**src/rtl/nn_pkg.sv**
```systemverilog
// Shared types and width helpers for the sequential neural-layer block.
package nn_pkg;

  typedef enum logic [1:0] {
    ACT_IDENT = 2'd0,
    ACT_RELU  = 2'd1,
    ACT_STEP  = 2'd2
  } act_mode_t;

  typedef enum logic [1:0] {
    ST_IDLE = 2'd0,
    ST_MAC  = 2'd1,
    ST_DONE = 2'd2
  } nn_state_t;

  // Accumulator wide enough that bias plus every product can never overflow.
  function automatic int acc_width(input int data_w, input int weight_w, input int n_in);
    return data_w + weight_w + $clog2(n_in) + 1;
  endfunction

  function automatic int cnt_width(input int n);
    return (n > 1) ? $clog2(n) : 1;
  endfunction

endpackage

```
**src/rtl/nn_activation.sv**
```systemverilog
// Combinational activation: saturating identity, ReLU, or step on a wide accumulator.
module nn_activation
  import nn_pkg::*;
#(
  parameter int ACC_W  = 18,
  parameter int DATA_W = 8
) (
  input  logic signed [ACC_W-1:0]  acc,
  input  act_mode_t                act_mode,
  output logic        [DATA_W-1:0] result
);

  localparam logic signed [ACC_W-1:0] SAT_MAX = {{(ACC_W-DATA_W+1){1'b0}}, {(DATA_W-1){1'b1}}};
  localparam logic signed [ACC_W-1:0] SAT_MIN = {{(ACC_W-DATA_W+1){1'b1}}, {(DATA_W-1){1'b0}}};
  localparam logic        [DATA_W-1:0] ONE    = {{(DATA_W-1){1'b0}}, 1'b1};

  logic [DATA_W-1:0] sat_val;
  logic              acc_neg;
  logic              acc_pos;

  always_comb begin
    acc_neg = acc[ACC_W-1];
    acc_pos = !acc[ACC_W-1] && (|acc);
    if (acc > SAT_MAX) begin
      sat_val = SAT_MAX[DATA_W-1:0];
    end else if (acc < SAT_MIN) begin
      sat_val = SAT_MIN[DATA_W-1:0];
    end else begin
      sat_val = acc[DATA_W-1:0];
    end
  end

  // The reserved encoding falls through to identity.
  always_comb begin
    result = sat_val;
    case (act_mode)
      ACT_RELU: result = acc_neg ? '0 : sat_val;
      ACT_STEP: result = acc_pos ? ONE : '0;
      default:  result = sat_val;
    endcase
  end

endmodule

```
**src/rtl/nn_layer_seq.sv**
```systemverilog
// Sequential fully-connected layer: one MAC per cycle, neuron outer / input inner.
// state | meaning: IDLE wait for vector | MAC accumulate | DONE hold result for consumer
module nn_layer_seq
  import nn_pkg::*;
#(
  parameter int N_IN     = 2,
  parameter int N_OUT    = 3,
  parameter int DATA_W   = 8,
  parameter int WEIGHT_W = 8,
  parameter int BIAS_W   = 16
) (
  input  logic                             clk,
  input  logic                             rst,
  input  logic                             in_valid,
  output logic                             in_ready,
  input  logic [N_IN*DATA_W-1:0]           in_data,
  input  logic [N_OUT*N_IN*WEIGHT_W-1:0]   weights,
  input  logic [N_OUT*BIAS_W-1:0]          biases,
  input  logic [1:0]                       act_mode,
  output logic                             out_valid,
  input  logic                             out_ready,
  output logic [N_OUT*DATA_W-1:0]          out_data
);

  localparam int ACC_W = acc_width(DATA_W, WEIGHT_W, N_IN);
  localparam int I_W   = cnt_width(N_IN);
  localparam int J_W   = cnt_width(N_OUT);
  localparam logic [I_W-1:0] I_LAST = I_W'(N_IN - 1);
  localparam logic [J_W-1:0] J_LAST = J_W'(N_OUT - 1);

  nn_state_t                  state_q, state_d;
  logic [N_IN*DATA_W-1:0]     in_q, in_d;
  act_mode_t                  mode_q, mode_d;
  logic [I_W-1:0]             i_q, i_d;
  logic [J_W-1:0]             j_q, j_d;
  logic signed [ACC_W-1:0]    acc_q, acc_d;
  logic [N_OUT*DATA_W-1:0]    out_q, out_d;

  logic signed [DATA_W-1:0]   x_sel;
  logic signed [WEIGHT_W-1:0] w_sel;
  logic signed [BIAS_W-1:0]   b_sel;
  logic signed [ACC_W-1:0]    prod;
  logic signed [ACC_W-1:0]    acc_base;
  logic signed [ACC_W-1:0]    acc_sum;
  logic [DATA_W-1:0]          act_out;
  logic                       accept;
  logic                       last_in;
  logic                       last_mac;

  always_ff @(posedge clk or posedge rst) begin
    if (rst) begin
      state_q <= ST_IDLE;
      in_q    <= '0;
      mode_q  <= ACT_IDENT;
      i_q     <= '0;
      j_q     <= '0;
      acc_q   <= '0;
      out_q   <= '0;
    end else begin
      state_q <= state_d;
      in_q    <= in_d;
      mode_q  <= mode_d;
      i_q     <= i_d;
      j_q     <= j_d;
      acc_q   <= acc_d;
      out_q   <= out_d;
    end
  end

  always_comb begin
    accept   = (state_q == ST_IDLE) && in_valid;
    last_in  = (i_q == I_LAST);
    last_mac = last_in && (j_q == J_LAST);
  end

  always_comb begin
    state_d = state_q;
    case (state_q)
      ST_IDLE: if (in_valid) state_d = ST_MAC;
      ST_MAC:  if (last_mac) state_d = ST_DONE;
      ST_DONE: if (out_ready) state_d = ST_IDLE;
      default: state_d = ST_IDLE;
    endcase
  end

  always_comb begin
    in_ready  = (state_q == ST_IDLE);
    out_valid = (state_q == ST_DONE);
    out_data  = out_q;
  end

  // Weights and biases are read live; the source holds them until out_valid.
  always_comb begin
    x_sel    = in_q[int'(i_q)*DATA_W +: DATA_W];
    w_sel    = weights[(int'(j_q)*N_IN + int'(i_q))*WEIGHT_W +: WEIGHT_W];
    b_sel    = biases[int'(j_q)*BIAS_W +: BIAS_W];
    prod     = ACC_W'(x_sel) * ACC_W'(w_sel);
    acc_base = (i_q == '0) ? ACC_W'(b_sel) : acc_q;
    acc_sum  = acc_base + prod;
  end

  nn_activation #(
    .ACC_W  (ACC_W),
    .DATA_W (DATA_W)
  ) u_act (
    .acc      (acc_sum),
    .act_mode (mode_q),
    .result   (act_out)
  );

  always_comb begin
    in_d   = in_q;
    mode_d = mode_q;
    i_d    = i_q;
    j_d    = j_q;
    acc_d  = acc_q;
    out_d  = out_q;
    if (accept) begin
      in_d   = in_data;
      mode_d = act_mode_t'(act_mode);
      i_d    = '0;
      j_d    = '0;
    end else if (state_q == ST_MAC) begin
      acc_d = acc_sum;
      if (last_in) begin
        i_d = '0;
        j_d = (j_q == J_LAST) ? '0 : j_q + 1'b1;
        out_d[int'(j_q)*DATA_W +: DATA_W] = act_out;
      end else begin
        i_d = i_q + 1'b1;
      end
    end
  end

endmodule

```
**config.mk**
```make
export PLATFORM = sky130hd
export DESIGN_NAME = nn_layer_seq
export DESIGN_NICKNAME = d
export VERILOG_FILES = /design/src/rtl/nn_pkg.sv /design/src/rtl/nn_activation.sv /design/src/rtl/nn_layer_seq.sv
export SDC_FILE = /design/constraint.sdc
export NUM_CORES = 1
export LEC_CHECK = 0
export CAP_MARGIN = 20
export CELL_PAD_IN_SITES_DETAIL_PLACEMENT = 0
export CELL_PAD_IN_SITES_GLOBAL_PLACEMENT = 1
export CORE_MARGIN = 2
export CORE_UTILIZATION = 41
export DETAILED_ROUTE_END_ITERATION = 8
export HOLD_SLACK_MARGIN = 0.03
export PLACE_DENSITY = 0.88
export SLEW_MARGIN = 10
export SYNTH_ARGS = -nofsm -noshare
export SYNTH_HDL_FRONTEND = slang
export SYNTH_SLANG_ARGS = --single-unit
```
**constraint.sdc**
```tcl
create_clock -name clk -period 9.6 [get_ports clk]
set_input_delay 0.96 -clock clk [delete_from_list [all_inputs] [get_ports clk]]
set_output_delay 0.96 -clock clk [all_outputs]
set_load 0.05 [all_outputs]
```
==> impl_metrics.env, run 1 <==
export IMPL_finalCriticalPeriod_ps=7920
export IMPL_route_detailed_drc=0
export IMPL_syn_area_mm2=0.00699
export IMPL_crit_arrival_ps=8150
export IMPL_drt_wirelength_per_cell_um=17.5
export IMPL_htree_levels=3
export IMPL_rsz0062_at_grt="false"
export IMPL_final_common_cell="clkdlybuf4s50_1"
export IMPL_timing_hold_ws_ps=475
export IMPL_postCtsHoldBufs=0
export IMPL_cts_root_buf="clkbuf_16"
export IMPL_worst_slew_pin_slew_ps=893
export IMPL_status="completed"
export IMPL_hold_viol=0
export IMPL_fmax_ghz=0.126
export IMPL_areaGrowthSynthToFinish_pct=28.9
export IMPL_hold_path_class="reg2reg"
export IMPL_drv_cap=0
export IMPL_final_area_mm2=0.00901
export IMPL_synth_top_flop_cell="dfrtp_1"
export IMPL_critPathKind="in2reg"
export IMPL_crit_chain="clkdlybuf4s50_1, mux4_2, nand2_1, o21ai_0, inv_1, nor2_1, inv_1, fa_1, inv_1, fa_1, fa_1, fa_1, fa_1, ha_1, o21a_1, o31a_1, o211a_4, a221o_1, or4_4, a31oi_2, o221a_2, o21ai_1"
export IMPL_grt_overflow_total=0
export IMPL_gp_congestion=0.892
export IMPL_yosysSeqAreaShare=0.233
export IMPL_die_w_um=135
export IMPL_clkTransAtPathRegs_ps=60
export IMPL_dpl_cell_area_mm2=0.00868
export IMPL_cts_setup_buffers=0
export IMPL_grt_pass1_wl_mm=31.0
export IMPL_synth_area_leader_cell="dfrtp_1"
export IMPL_synth_seq_cells=65
export IMPL_slew_headroom=0.387
export IMPL_slowest_delay_ps=580
export IMPL_nFillCells=1477
export IMPL_hpwlAfterDp_mm=15.1
export IMPL_first_pass_iters=5
export IMPL_skew_ps=9.05
export IMPL_synth_top_area_share=0.233
export IMPL_antenna_found_initial=0
export IMPL_start_util=0.420
export IMPL_syn_nets=963
export IMPL_cts_resized=0
export IMPL_n_antenna_cell=0
export IMPL_die_height_um=135
export IMPL_vias=5661
export IMPL_end_kind="flop"
export IMPL_cts_made_buffers=9
export IMPL_synthTopCellsByArea="dfrtp_1, fa_1, ha_1"
export IMPL_period_share=0.825
export IMPL_fp_row_count=47
export IMPL_crit_slowest_cell="or4_4"
export IMPL_setup_viol=0
export IMPL_cts_tree="done"
export IMPL_io_buffers=143
export IMPL_io_pin_count=144
export IMPL_postSynthCellCount=716
export IMPL_clkSinkCount=65
export IMPL_postSynthAreaPerCell_um2=9.76
export IMPL_ys_types=60
export IMPL_core_area_mm2=0.0166
export IMPL_mostFrequentLayoutCells="clkdlybuf4s50_1, inv_1, fa_1"
export IMPL_track_usage=0.220
export IMPL_grt_max_degree=66
export IMPL_fin_tns_setup_ps=0
export IMPL_drt_total_wl_mm=18.9
export IMPL_critPathMaxFanout=10
export IMPL_grt_pass1_vias=5902
export IMPL_cts_max_path_buffers=2
export IMPL_num_nets_final=1106
export IMPL_final_util=0.541
export IMPL_drive_gt1_frac=0.108
export IMPL_drt_initial_drc_count=346
export IMPL_required_ps=9830
export IMPL_async_reset_ff_frac=1.00
export IMPL_yosysWarnings=0
export IMPL_clock_latency_ps=340
export IMPL_finalMaxSlewViolations=0
export IMPL_fp_dieArea_mm2=0.0181
export IMPL_crit_top_cell="fa_1"
export IMPL_cp_start_kind="input pin"
export IMPL_avgViaCountPerCell=5.22
export IMPL_antenna_left=0
export IMPL_synth_edf_count=0
per-stage QoR:
| step | cells | worst slack, ps |
|---|---|---|
| after floorplan | 716 | 2330 |
| after global placement | 1067 | 1430 |
| after detailed placement | 1067 | 1370 |
| after CTS | 1083 | 1720 |
| after global routing | 1084 | 1130 |
| final | 1084 | 1680 |
worst paths after layout:
| kind | start | endpoint | slack [ps] | depth (start not counted) |
|---|---|---|---|---|
| worst max-delay path | weights[24] | out_data[8] | 1680 | 22 |
| worst min-delay path | acc_q[5] | acc_q[5] | 470 | 2 |
| worst max register to register | i_q | out_data[8] | 1790 | 18 |
| worst min register to register | acc_q[5] | acc_q[5] | 470 | 2 |
| max in group asynchronous | rst | i_q | 7790 | 3 |
| min in group asynchronous | rst | in_q[8] | 1190 | 3 |
cells by family after synthesis:
group / after synthesis / synth area share
AOI/OAI and AO/OA: 124 / 0.118
xor gates and xnor gates: 15 / 0.0199
adders and majority gates: 129 / 0.317
buffers and inverters: 120 / 0.0646
DFF: 65 / 0.233
muxes: 63 / 0.111
and+or+nand+nor: 200 / 0.136
metal layers:
layer,track usage,part of all wire
met5,0,0
met4,0.0409,0.015
met3,0.0394,0.047
met2,0.367,0.49
met1,0.305,0.44
final cells by class:
type	count	area (um2)	share of cell area
clock buffer	9	225	0.0250
clock inverter	7	83.8	0.00931
inverter	99	372	0.0413
multi-input combinational	531	4910	0.545
sequential	65	1630	0.181
tap	220	275	0.0306
timing repair buffer	153	1510	0.168
critical path: cells and delay by family:
kind	cells	cell delay (ps)
AO/OA/AOI/OAI	8	1940
adder cells (fa/ha/maj)	6	2870
AND/OR/NAND/NOR	3	720
multiplexers	1	470
buffers and inverters	4	1170
Yosys cell counts, types with 6 or more instances:
master    count
a21oi_1      18
a221o_1      13
a22o_1        6
clkbuf_1     15
dfrtp_1      65
fa_1         80
ha_1         49
inv_1        99
mux2_2       36
mux2i_1      19
mux4_2        8
nand2_1      72
nand2b_1     11
nand3_1       7
nor2_1       63
nor3_1        8
o21ai_0      37
o21ai_1      19
xnor2_1       9
state kept, by name, indices dropped and copies added, names as in the netlist:
register  cells
j_q           2
out_data     24
state_q       2
i_q           1
acc_q        18
mode_q        2
in_q         16
Power of run 1 is not shown: default switching activity piles up to over one toggle a cycle in this logic, so the estimate is an artifact.
==> run 2, diff against run 1 <==
--- a/config.mk
+++ b/config.mk
@@ -9,10 +9,10 @@
 export CELL_PAD_IN_SITES_DETAIL_PLACEMENT = 0
 export CELL_PAD_IN_SITES_GLOBAL_PLACEMENT = 1
 export CORE_MARGIN = 2
-export CORE_UTILIZATION = 41
+export CORE_UTILIZATION = 37
 export DETAILED_ROUTE_END_ITERATION = 8
 export HOLD_SLACK_MARGIN = 0.03
-export PLACE_DENSITY = 0.88
+export PLACE_DENSITY = 0.84
 export SLEW_MARGIN = 10
 export SYNTH_ARGS = -nofsm -noshare
 export SYNTH_HDL_FRONTEND = slang
==> constraint.sdc (replaced) <==
create_clock -name clk -period 6.78 [get_ports clk]
set_input_delay 0.678 -clock clk [delete_from_list [all_inputs] [get_ports clk]]
set_output_delay 0.678 -clock clk [all_outputs]
set_load 0.05 [all_outputs]
==> run 2 against run 1 <==
Compared with the run above: non-clock buffer count up 125; clock skew up 2.6 ps; flip-flop and latch count unchanged; sequential share of layout area is 2.5 points lower; via count rose by 10%; hold slack improved by 4.2 ps; critical path type unchanged; largest cell class unchanged.
==> impl_metrics.env, run 2 (synthesized netlist as in run 1, its figures left out) <==
export IMPL_hold_depth=2
export IMPL_crit_arrival_ps=6890
export IMPL_grt_pass1_vias=6374
export IMPL_nFillCells=1630
export IMPL_setup_ws_ps=132
export IMPL_drv_cap=0
export IMPL_drt_wirelength_per_cell_um=17.7
export IMPL_finalMaxSlewViolations=0
export IMPL_dp_slack_ps=-604
export IMPL_rr_worst_depth=21
export IMPL_die_height_um=141
export IMPL_postCtsHoldBufs=0
export IMPL_hold_path_class="reg2reg"
export IMPL_hp_start="acc_q[11]"
export IMPL_rsz0062_at_grt="true"
export IMPL_critPathMaxFanout=6
export IMPL_reg2reg_from="i_q"
export IMPL_hold_viol=0
export IMPL_hpwlAfterDp_mm=17.3
export IMPL_first_pass_iters=5
export IMPL_fp_row_count=50
export IMPL_clock_latency_ps=360
export IMPL_n_antenna_cell=0
export IMPL_slew_headroom=0.388
export IMPL_setup_viol=0
export IMPL_route_detailed_drc=0
export IMPL_final_common_cell="clkdlybuf4s50_1"
export IMPL_hold_path_end="acc_q[11]"
export IMPL_gp_congestion=0.899
export IMPL_cp_start_kind="input pin"
export IMPL_core_area_mm2=0.0186
export IMPL_io_pin_count=144
export IMPL_track_usage=0.218
export IMPL_start_util=0.375
export IMPL_clkTransAtPathRegs_ps=70
export IMPL_avgViaCountPerCell=5.09
export IMPL_required_ps=7030
export IMPL_r2r_end="out_data[6]"
export IMPL_grt_overflow_total=0
export IMPL_status="completed"
export IMPL_mostFrequentLayoutCells="clkdlybuf4s50_1, buf_4, inv_1"
export IMPL_areaGrowthSynthToFinish_pct=49.6
export IMPL_drive_gt1_frac=0.279
export IMPL_antenna_left=0
export IMPL_cts_max_path_buffers=2
export IMPL_vias=6226
export IMPL_skew_ps=11.6
export IMPL_drt_total_wl_mm=21.7
export IMPL_critPathKind="in2reg"
export IMPL_clkSinkCount=65
export IMPL_cts_root_buf="clkbuf_16"
export IMPL_cts_made_buffers=9
export IMPL_finalCriticalPeriod_ps=6650
export IMPL_cts_tree="done"
export IMPL_worst_slew_pin_slew_ps=918
export IMPL_num_nets_final=1231
export IMPL_die_w_um=141
export IMPL_reg2reg_slack_ps=150
export IMPL_end_kind="flop"
export IMPL_htree_levels=3
export IMPL_antenna_found_initial=0
export IMPL_fmax_ghz=0.150
export IMPL_fp_dieArea_mm2=0.0200
export IMPL_fin_tns_setup_ps=0
export IMPL_period_share=0.980
export IMPL_io_buffers=143
export IMPL_grt_max_degree=66
export IMPL_grt_pass1_wl_mm=33.7
export IMPL_largest_reg_flops=24
export IMPL_drt_initial_drc_count=357
[run 2: timing repair]
action	CTS	global route
endpoints found under the setup margin	21	21
setup buffers	4	17
gates resized for setup	20	85
pin swaps	15	52
endpoints found under the hold margin	0	0
[run 2: final cells by class]
class / instances / area (um2) / area share
repair buffers: 278 / 2560 / 0.245
clock inverters: 7 / 83.8 / 0.00802
inverters: 99 / 378 / 0.0362
flip-flops and latches: 65 / 1630 / 0.156
clock buffers: 9 / 225 / 0.0215
well taps: 234 / 293 / 0.0280
multi-input cells: 531 / 5280 / 0.506
[run 2: per-layer routing]
metal,vias up,share of wire,global-route usage
li1,2943,-,-
met1,3067,0.43,0.293
met2,174,0.49,0.357
met3,42,0.051,0.0415
met4,0,0.031,0.0753
met5,-,0,0
[run 2: critical path, stage by stage]
cell and delay (ps):
clkdlybuf4s50_1 410, mux4_2 500, a21oi_4 160, nand2b_4 140, fa_1 450, fa_1 570
inv_2 40, fa_1 560, fa_1 470, fa_1 570, ha_4 210, o21a_1 180
o31a_1 120, o211a_4 250, a221o_1 350, or4_4 470, buf_4 170, a31oi_4 180
buf_6 140, nor2_1 60, a22o_1 200
[run 2: worst max-delay path by stage]
stage | from | to | slack [ps] | cells past startpoint
floorplan | weights[26] | out_data[13] | 20 | 21
global placement | weights[26] | out_data[11] | -550 | 23
detailed placement | weights[11] | out_data[9] | -600 | 23
CTS | weights[11] | out_data[9] | 2 | 28
global route | i_q | out_data[17] | -70 | 21
finish | weights[22] | out_data[6] | 130 | 21
[run 2: per-stage QoR]
step                      area, um2  hold WS (ps)  std cells  utilization
final                         10500           479       1223        0.561
after global routing          10500           508       1223        0.561
after global placement         9540           452       1187        0.512
after floorplan                7010           440        716            -
after detailed placement       9540           465       1187        0.512
after CTS                      9960           479       1207        0.534
Power of run 2 is left out for the same reason.
